--- config.mk ---
export PLATFORM = sky130hd
export DESIGN_NAME = bingo_pick_controller
export DESIGN_NICKNAME = d
export VERILOG_FILES = /design/src/rtl/bingo_pkg.sv /design/src/rtl/bingo_turn_timer.sv /design/src/rtl/bingo_pick_controller.sv
export SDC_FILE = /design/constraint.sdc
export NUM_CORES = 1
export LEC_CHECK = 0
export ABC_CLOCK_PERIOD_IN_PS = 2860
export CORE_MARGIN = 2
export CORE_UTILIZATION = 40
export CTS_CLUSTER_SIZE = 20
export DETAILED_ROUTE_END_ITERATION = 12
export GPL_TIMING_DRIVEN = 0
export PLACE_DENSITY_LB_ADDON = 0.25
export SETUP_SLACK_MARGIN = 0.1
export SYNTH_ARGS = -nofsm -noshare
export SYNTH_HDL_FRONTEND = slang
export SYNTH_SLANG_ARGS = --single-unit
--- constraint.sdc ---
create_clock -name clk -period 2.86 [get_ports clk]
set_clock_uncertainty 0.05 [all_clocks]
set_input_delay 0.572 -clock clk [delete_from_list [all_inputs] [get_ports clk]]
set_output_delay 0.572 -clock clk [all_outputs]
set_load 0.02 [all_outputs]
--- src/rtl/bingo_pkg.sv ---
// Shared types and constants for the Bingo pick controller.
package bingo_pkg;

  // Controller states
  typedef enum logic [2:0] {
    IDLE   = 3'd0,
    ENTRY  = 3'd1,
    CHECK  = 3'd2,
    COMMIT = 3'd3,
    ERROR  = 3'd4,
    DONE   = 3'd5
  } state_t;

  // Rejection reasons reported on err_code
  localparam logic [1:0] ERR_NONE    = 2'd0;
  localparam logic [1:0] ERR_RANGE   = 2'd1;
  localparam logic [1:0] ERR_DUP     = 2'd2;
  localparam logic [1:0] ERR_TIMEOUT = 2'd3;

  // Highest legal Bingo number unless overridden
  localparam int MAX_NUM_DEFAULT = 25;

  // Player encoding
  localparam logic P0 = 1'b0;
  localparam logic P1 = 1'b1;

endpackage

--- src/rtl/bingo_turn_timer.sv ---
// Per-turn down-counter. Loads TIMEOUT_CYCLES-1, counts while run is high,
// parks at zero and flags expiry while still running.
module bingo_turn_timer #(
  parameter int unsigned TIMEOUT_CYCLES = 500_000_000
) (
  input  logic clk,
  input  logic rst,
  input  logic load,
  input  logic run,
  output logic expired
);

  localparam int unsigned CNT_W = (TIMEOUT_CYCLES > 1) ? $clog2(TIMEOUT_CYCLES) : 1;
  localparam logic [CNT_W-1:0] RELOAD = CNT_W'(TIMEOUT_CYCLES - 1);

  logic [CNT_W-1:0] count;

  // Count down while running; a load always wins and restarts the turn budget
  always_ff @(posedge clk or posedge rst) begin
    if (rst) begin
      count <= '0;
    end else if (load) begin
      count <= RELOAD;
    end else if (run && (count != '0)) begin
      count <= count - CNT_W'(1);
    end else begin
      count <= count;
    end
  end

  assign expired = run && (count == '0);

endmodule

--- src/rtl/bingo_pick_controller.sv ---
// Bingo number entry sequencer: shares one keypad between two alternating
// players, accumulates up to two digits, validates on Enter and hands the
// accepted pick to the game core over valid/ready.
module bingo_pick_controller
  import bingo_pkg::*;
#(
  parameter int          MAX_NUM        = MAX_NUM_DEFAULT,
  parameter int          NUM_W          = 7,
  parameter int unsigned TIMEOUT_CYCLES = 500_000_000
) (
  input  logic             clk,
  input  logic             rst,
  input  logic             start,
  input  logic             game_over,
  input  logic             digit_valid,
  input  logic [3:0]       digit,
  input  logic             enter_pulse,
  input  logic             pick_ready,
  output logic             pick_valid,
  output logic [NUM_W-1:0] pick_num,
  output logic             pick_player,
  output logic             cur_player,
  output logic [NUM_W-1:0] entry_val,
  output logic [1:0]       entry_len,
  output logic             err_pulse,
  output logic [1:0]       err_code,
  output logic [MAX_NUM:0] called_mask,
  output logic             busy
);

  localparam int MW = MAX_NUM + 1;
  localparam logic [MW-1:0] ONE_HOT0 = MW'(1);
  // Every legal number called; bit 0 never participates
  localparam logic [MW-1:0] FULL = {{MAX_NUM{1'b1}}, 1'b0};

  // Append one decimal digit to the running entry
  function automatic logic [NUM_W-1:0] dec_append(input logic [NUM_W-1:0] v,
                                                  input logic [3:0]       d);
    return v * NUM_W'(10) + NUM_W'(d);
  endfunction

  state_t           state;
  state_t           next_state;
  logic             timer_load;
  logic             timer_run;
  logic             timer_expired;
  logic             entry_clear;
  logic             digit_take;
  logic             pick_latch;
  logic             handshake;
  logic             game_init;
  logic             player_toggle;
  logic             err_set;
  logic [1:0]       err_next;
  logic [NUM_W-1:0] entry_next;
  logic [1:0]       len_next;
  logic [MW-1:0]    entry_onehot;
  logic [MW-1:0]    pick_onehot;
  logic             entry_bad_range;
  logic             entry_called;
  logic             all_called_after;

  assign timer_run        = (state == ENTRY);
  assign entry_onehot     = ONE_HOT0 << entry_val;
  assign pick_onehot      = ONE_HOT0 << pick_num;
  assign entry_bad_range  = (entry_val == '0) || (entry_val > NUM_W'(MAX_NUM));
  assign entry_called     = |(called_mask & entry_onehot);
  assign all_called_after = (((called_mask | pick_onehot) & FULL) == FULL);

  bingo_turn_timer #(
    .TIMEOUT_CYCLES (TIMEOUT_CYCLES)
  ) u_timer (
    .clk     (clk),
    .rst     (rst),
    .load    (timer_load),
    .run     (timer_run),
    .expired (timer_expired)
  );

  // Next entry value/length for an accepted digit; a third digit restarts entry
  always_comb begin
    entry_next = NUM_W'(digit);
    len_next   = 2'd1;
    if (entry_len == 2'd1) begin
      entry_next = dec_append(entry_val, digit);
      len_next   = 2'd2;
    end else begin
      entry_next = NUM_W'(digit);
      len_next   = 2'd1;
    end
  end

  // State register
  always_ff @(posedge clk or posedge rst) begin
    if (rst) begin
      state <= IDLE;
    end else begin
      state <= next_state;
    end
  end

  // Next-state and datapath control; game_over overrides every state
  always_comb begin
    next_state    = state;
    timer_load    = 1'b0;
    entry_clear   = 1'b0;
    digit_take    = 1'b0;
    pick_latch    = 1'b0;
    handshake     = 1'b0;
    game_init     = 1'b0;
    player_toggle = 1'b0;
    err_set       = 1'b0;
    err_next      = ERR_NONE;
    if (game_over) begin
      next_state  = IDLE;
      entry_clear = 1'b1;
    end else begin
      case (state)
        IDLE: begin
          if (start) begin
            next_state  = ENTRY;
            game_init   = 1'b1;
            entry_clear = 1'b1;
            timer_load  = 1'b1;
          end else begin
            next_state = IDLE;
          end
        end
        ENTRY: begin
          if (enter_pulse) begin
            if (entry_len != 2'd0) begin
              next_state = CHECK;
            end else begin
              next_state = ENTRY;
            end
          end else if (timer_expired) begin
            next_state    = ERROR;
            err_set       = 1'b1;
            err_next      = ERR_TIMEOUT;
            player_toggle = 1'b1;
            entry_clear   = 1'b1;
          end else if (digit_valid) begin
            next_state = ENTRY;
            digit_take = 1'b1;
          end else begin
            next_state = ENTRY;
          end
        end
        CHECK: begin
          if (entry_bad_range) begin
            next_state  = ERROR;
            err_set     = 1'b1;
            err_next    = ERR_RANGE;
            entry_clear = 1'b1;
          end else if (entry_called) begin
            next_state  = ERROR;
            err_set     = 1'b1;
            err_next    = ERR_DUP;
            entry_clear = 1'b1;
          end else begin
            next_state = COMMIT;
            pick_latch = 1'b1;
          end
        end
        COMMIT: begin
          if (pick_ready) begin
            handshake     = 1'b1;
            player_toggle = 1'b1;
            entry_clear   = 1'b1;
            timer_load    = 1'b1;
            if (all_called_after) begin
              next_state = DONE;
            end else begin
              next_state = ENTRY;
            end
          end else begin
            next_state = COMMIT;
          end
        end
        ERROR: begin
          next_state = ENTRY;
          timer_load = 1'b1;
        end
        DONE: begin
          next_state = DONE;
        end
        default: begin
          next_state = IDLE;
        end
      endcase
    end
  end

  // Entry accumulator shown on the display
  always_ff @(posedge clk or posedge rst) begin
    if (rst) begin
      entry_val <= '0;
      entry_len <= 2'd0;
    end else if (entry_clear) begin
      entry_val <= '0;
      entry_len <= 2'd0;
    end else if (digit_take) begin
      entry_val <= entry_next;
      entry_len <= len_next;
    end else begin
      entry_val <= entry_val;
      entry_len <= entry_len;
    end
  end

  // Turn ownership: player 0 opens each game, turns alternate afterwards
  always_ff @(posedge clk or posedge rst) begin
    if (rst) begin
      cur_player <= P0;
    end else if (game_init) begin
      cur_player <= P0;
    end else if (player_toggle) begin
      cur_player <= ~cur_player;
    end else begin
      cur_player <= cur_player;
    end
  end

  // Called-number bitmap, updated only on a completed handshake
  always_ff @(posedge clk or posedge rst) begin
    if (rst) begin
      called_mask <= '0;
    end else if (game_init) begin
      called_mask <= '0;
    end else if (handshake) begin
      called_mask <= (called_mask | pick_onehot) & FULL;
    end else begin
      called_mask <= called_mask;
    end
  end

  // Pick payload captured on validation and held through COMMIT
  always_ff @(posedge clk or posedge rst) begin
    if (rst) begin
      pick_num    <= '0;
      pick_player <= P0;
    end else if (pick_latch) begin
      pick_num    <= entry_val;
      pick_player <= cur_player;
    end else begin
      pick_num    <= pick_num;
      pick_player <= pick_player;
    end
  end

  // Error strobe for the ERROR cycle; the code persists until the next strobe
  always_ff @(posedge clk or posedge rst) begin
    if (rst) begin
      err_pulse <= 1'b0;
      err_code  <= ERR_NONE;
    end else if (err_set) begin
      err_pulse <= 1'b1;
      err_code  <= err_next;
    end else begin
      err_pulse <= 1'b0;
      err_code  <= err_code;
    end
  end

  // State-decoded flags registered alongside the state transition
  always_ff @(posedge clk or posedge rst) begin
    if (rst) begin
      pick_valid <= 1'b0;
      busy       <= 1'b0;
    end else begin
      pick_valid <= (next_state == COMMIT);
      busy       <= (next_state != IDLE);
    end
  end

endmodule

## Word-level counts from Yosys, hierarchy flattened

Index checks and enable logic that the tools add are counted.

| word-level totals | value |
|---|---|
| register bits | 81 |
| input bits | 11 |
| output and inout bits | 49 |

| cells by class | value |
|---|---|
| add/subtract/negate cells | 2 |
| multiply operators | 1 |
| magnitude comparators | 1 |
| equality and inequality tests | 8 |
| shift-type cells | 2 |
| multiplexer cells | 56 |
| bitwise operators | 3 |
| reduce and logical (&&, ||, !) cells | 14 |

Operators with widths:

| kind | number |
|---|---|
| $mux 29 | 2 |
| $mux 26 | 2 |
| $shl 1x7->26 const A | 2 |
| $logic_not 29->1 | 1 |
| $reduce_bool 29->1 | 1 |
| $sub 29x1->29 const B | 1 |
| $mux 1 | 27 |
| $and 26x26->26 | 1 |
| $or 26x26->26 | 1 |
| $reduce_or 26->1 | 1 |
| $eq 25x25->1 const B | 1 |
| $mux 3 | 7 |
| $mux 7 | 3 |
| $mux 2 | 9 |
| $pmux 3 s6 | 1 |
| $reduce_bool 2->1 | 5 |
| $eq 3x2->1 const B | 3 |
| $add 7x4->7 | 1 |
| $gt 7x5->1 const B | 1 |
| $logic_not 7->1 | 1 |
| $mul 7x3->6 const B | 1 |
| $eq 3x3->1 const B | 2 |
| $pmux 1 s2 | 2 |
| $pmux 1 s4 | 1 |
| 9 further kinds | 10 |

## Depth between registers and ports, before layout

| depth | value |
|---|---|
| depth after elaboration | 8 |
| depth in mapped cells | 10 |
| mapped depth without buffers | 9 |

## Hierarchy

From an unflattened synthesis, not the netlist that was laid out.

| second synthesis, totals | value |
|---|---|
| cells, all modules | 505 |
| area, all modules | 4827.1 um^2 |

By module, submodules not included:

| module | instances | cells an instance | area an instance (um^2) | sequential area each (um^2) |
|---|---|---|---|---|
| bingo_pick_controller | 1 | 328 | 3129.3 | 1276.2 |
| bingo_turn_timer | 1 | 177 | 1697.9 | 725.7 |

## Worst setup path after synthesis

Ideal clock, no wire load.

| timing path | value |
|---|---|
| path kind | reg-to-reg |
| start | register entry_val[0] |
| end | register pick_num[1] |
| library setup time | 0.125 ns |
| arrival time | 2.612 ns |
| slack | 0.073 ns |
| cell stages (with the launch flop) | 9 |
| path buffers | 1 |
| cells stage by stage | dfrtp_1 -> clkbuf_1 -> mux4_2 -> a21o_1 -> a31oi_1 -> a22o_1 -> nand3_1 -> nor2_2 -> mux2_2 |

| between the ends | value |
|---|---|
| longest elaborated chain between the ends | 7 |

Ends and longest elaborated chain:

| item | line | source |
|---|---|---|
| from (decl) | bingo_pick_controller.sv:23 | `output logic [NUM_W-1:0] entry_val,` |
| from (signal assigned) | bingo_pick_controller.sv:203 | `entry_val <= entry_next;` |
| from (signal assigned) | bingo_pick_controller.sv:206 | `entry_val <= entry_val;` |
| $shl 1x7->26 | bingo_pick_controller.sv:64 | `assign entry_onehot = ONE_HOT0 << entry_val;` |
| $and 26x26->26 | bingo_pick_controller.sv:67 | `assign entry_called = \|(called_mask & entry_onehot);` |
| $reduce_or 26->1 | bingo_pick_controller.sv:67 |  |
| $mux 1 | bingo_pick_controller.sv:155 | `end else if (entry_called) begin` |
| $mux 1 (*) | bingo_pick_controller.sv:150 | `if (entry_bad_range) begin` |
| $mux 1 (*) | bingo_pick_controller.sv:118 | `case (state)` |
| $mux 1 (*) | bingo_pick_controller.sv:114 | `if (game_over) begin` |
| to (signal assigned) | bingo_pick_controller.sv:243 | `pick_num <= entry_val;` |
| to (signal assigned) | bingo_pick_controller.sv:246 | `pick_num <= pick_num;` |
| to (decl) | bingo_pick_controller.sv:20 | `output logic [NUM_W-1:0] pick_num,` |

Mark *: on every way between the ends. The rest lies on a longest branch, timed or not.
A chain may end at the register's enable or synchronous reset.

## Worst setup path after layout

| timing path | value |
|---|---|
| start | register pick_num[4] |
| end | register state[2] |

| between the ends | value |
|---|---|
| longest elaborated chain between the ends | 7 |

Ends and longest elaborated chain:

| item | line | source |
|---|---|---|
| $shl 1x7->26 | bingo_pick_controller.sv:65 | `assign pick_onehot = ONE_HOT0 << pick_num;` |
| $or 26x26->26 | bingo_pick_controller.sv:68 | `assign all_called_after = (((called_mask \| pick_onehot) & FULL) == FULL);` |
| $eq 25x25->1 | bingo_pick_controller.sv:68 |  |
| $mux 3 | bingo_pick_controller.sv:171 | `if (all_called_after) begin` |
| $mux 3 | bingo_pick_controller.sv:166 | `if (pick_ready) begin` |
| $pmux 3 s6 | bingo_pick_controller.sv:118 |  |
| $mux 3 | bingo_pick_controller.sv:114 |  |
| via next_state[2] | bingo_pick_controller.sv:43 | `state_t next_state;` |
| to (signal assigned) | bingo_pick_controller.sv:98 | `state <= next_state;` |
| to (decl) | bingo_pick_controller.sv:42 | `state_t state;` |

The timed path passes the listed nets, and every way through them passes these cells.

==> flow_summary.json <==
{
  "wirelength_um": 12500,
  "die_w_um": 111,
  "fin_crit_sh_pct": 94.2,
  "cts_max_level": 3,
  "cp.required_ns": 3.07,
  "ys_ff_latch": 80,
  "port_buffers": 57,
  "wl_per_cell_um": 17.6,
  "die_area_um2": 12300,
  "synthCells": 490,
  "placed_area_um2": 5360,
  "areaGrowthSynthToFinish_pct": 26.4,
  "antenna_found_initial": 0,
  "maxCapViolCount": 0,
  "yosys.area.top_type": "dfrtp_1",
  "cp_max_fo": 7,
  "final_area_um2": 5790,
  "synth_warnings": 0,
  "slew_violations": 0,
  "synth_top_area_share_pct": 43.7,
  "drive_gt1_share_pct": 12.4,
  "hold_depth": 2,
  "fin_nets": 587,
  "synth.top_cells.by_count": "dfrtp_1, nor2_1, nand2_1",
  "vias_per_cell": 5.70,
  "ys.flop_type": "dfrtp_1",
  "ctsRootBufferMaster": "clkbuf_16",
  "grt_pass1_wl_um": 20300,
  "end_kind": "flop",
  "ant_nets": 0,
  "synthTopCellsByArea": "dfrtp_1, nor2_1, a31oi_1, xnor2_1, mux2i_1",
  "syn_avg_cell_area_um2": 9.34,
  "start_kind": "flop",
  "synthDistinctLibCells": 69,
  "hold_buffers": 0,
  "cts_max_path_buffers": 2,
  "grt.total_usage_pct": 20.7,
  "hold_violations": 0,
  "slew_headroom_pct": 46.0,
  "holdCritStartpoint": "u_timer.count[28]$_DFFE_PP0P_",
  "async_flop_share_pct": 100,
  "crit_arrival_ns": 2.91,
  "num_rows": 39,
  "path_class": "flop to flop",
  "worstMarginPinSlew_ns": 0.804,
  "pwr_density_cell_nw_per_um2": 447,
  "grt_start_max_net_pins": 55,
  "rsz0062_at_grt": "true",
  "diodes": 0,
  "r2r_start": "pick_num[4]$_DFFE_PP0P_",
  "status": "complete, no violations",
  "drt-pass1-iter-count": 5,
  "r2r_setup_slack_ns": 0.17,
  "placedCellCount": 691,
  "fp.dieH_um": 111,
  "min_to": "u_timer.count[28]$_DFFE_PP0P_",
  "clk_latency_ns": 0.35,
  "mappedNetlistNets": 511,
  "via_count": 4069,
  "r2r-end": "state[2]$_DFF_PP0_",
  "maxClockFrequency_mhz": 371,
  "min_period_ns": 2.69,
  "seq_area_frac_synth_pct": 43.7,
  "fin_util_pct": 51.3,
  "dpl.hpwl_um": 9110,
  "gr-total-overflow": 0,
  "netlist_area_um2": 4580,
  "min_path_type": "flop to flop",
  "drc": 0,
  "core_um2": 11300,
  "clk_pin_slew_ns": 0.06,
  "fin_cells": 714,
  "cts_sinks": 80,
  "post-synth-top-count-cell": "dfrtp_1",
  "grt_pass1_vias": 3979,
  "total_leakage_power_nw": 2.30,
  "cts_tree": "yes",
  "vdd_drop_max_mv": 0.214,
  "total_power_mw": 2.59,
  "start_util_pct": 40.6,
  "num_io_pins": 60,
  "synth-edff-count": 0,
  "dr.first_iter.drc_count": 249,
  "cts_made_buffers": 9,
  "reg2regPathDepth": 8,
  "place_congestion": 0.923,
  "setup_viol": 0
}
-- state kept, by name, summed over array words and instances, names as in the netlist, 2 cells and up --
name	count
u_timer.count	29
called_mask	25
entry_val	7
pick_num	7
state	3
entry_len	2
err_code	2
-- metrics by stage --
step	hold WS (ns)	setup TNS (ns)	setup slack (ns)
2_1_floorplan	0.417	0	0.181
3_3_place_gp	0.431	-90.71	-1.12
3_5_place_dp	0.435	-1.75	-0.191
4_1_cts	0.450	0	0.0895
5_1_grt	0.470	0	0.0434
6_report	0.448	0	0.165
-- worst max-delay path by stage --
stage | endpoint | slack [ns] | depth (start not counted) | from
2_1_floorplan | pick_num[1]$_DFFE_PP0P_ | 0.18 | 8 | entry_val[0]$_DFFE_PP0P_
3_3_place_gp | busy$_DFF_PP0_ | -1.12 | 2 | rst
3_5_place_dp | pick_num[1]$_DFFE_PP0P_ | -0.19 | 9 | entry_val[2]$_DFFE_PP0P_
4_1_cts | pick_num[1]$_DFFE_PP0P_ | 0.09 | 8 | entry_val[0]$_DFFE_PP0P_
5_1_grt | u_timer.count[20]$_DFFE_PP0P_ | 0.04 | 10 | u_timer.count[0]$_DFFE_PP0P_
6_report | state[2]$_DFF_PP0_ | 0.17 | 8 | pick_num[4]$_DFFE_PP0P_
-- final cells by class --
type                    instances  area (um^2)
inverters                      17         66.3
plain buffers                  25          118
clock buffers                  11          243
well taps                     143          179
repair buffers                 65          651
clock inverters                 5         56.3
multi-input cells             368         2470
flip-flops and latches         80         2000
fillers                      1062         5490
-- routing by layer --
layer  track usage, %  routed length, um  vias to the layer above
met5                0                  0                        -
met4             9.08                316                        0
met3             4.10                798                       26
met2             31.1               5660                      143
met1             29.0               5770                     1973
li1                 -                  -                     1927
-- placed cells by master, fill, tap and decap left out, types with 9 or more instances in the layout --
cell and n:
a21oi_1 24, a31oi_1 26, and2_1 9, and3_1 11, clkbuf_1 19, clkbuf_16 9, clkdlybuf4s50_1 57, dfrtp_1 79
inv_1 16, mux2i_1 13, nand2_1 29, nand3_1 11, nor2_1 59, nor2b_1 10, nor3_1 13, o21ai_0 16
xnor2_1 18, xor2_1 9
-- worst max-delay path, stage by stage, from the launching register on --
cell      delay (ns)
dfrtp_1         0.46
nor3_1          0.69
and2_0          0.21
clkbuf_1        0.24
a31oi_1         0.16
nor4_1          0.21
and4_1          0.22
nand3_1         0.15
a31oi_1         0.21
-- timing repair --
action,4_1_cts,5_1_grt
gates resized for setup,6,17
endpoints found under the setup margin,12,25
setup buffers,1,6
pin swaps,1,7
-- cells by family after synthesis --
family          count (synthesis)  share of synthesized area [%]
simple gates                  204                           23.9
compound gates                107                           15.9
flops                          80                           43.7
buf+inv                        42                           3.69
xor+xnor                       27                           5.17
mux                            19                           4.56
fa+ha+maj                      10                           3.06
other cells                     1                         0.0819
-- power breakdown --
group          total, mW  internal, mW  switching (mW)
sequential          1.19          1.16          0.0318
clock               1.16         0.698           0.465
combinational      0.233        0.0956           0.138
Note: power is estimated with default switching activity, not from simulation.
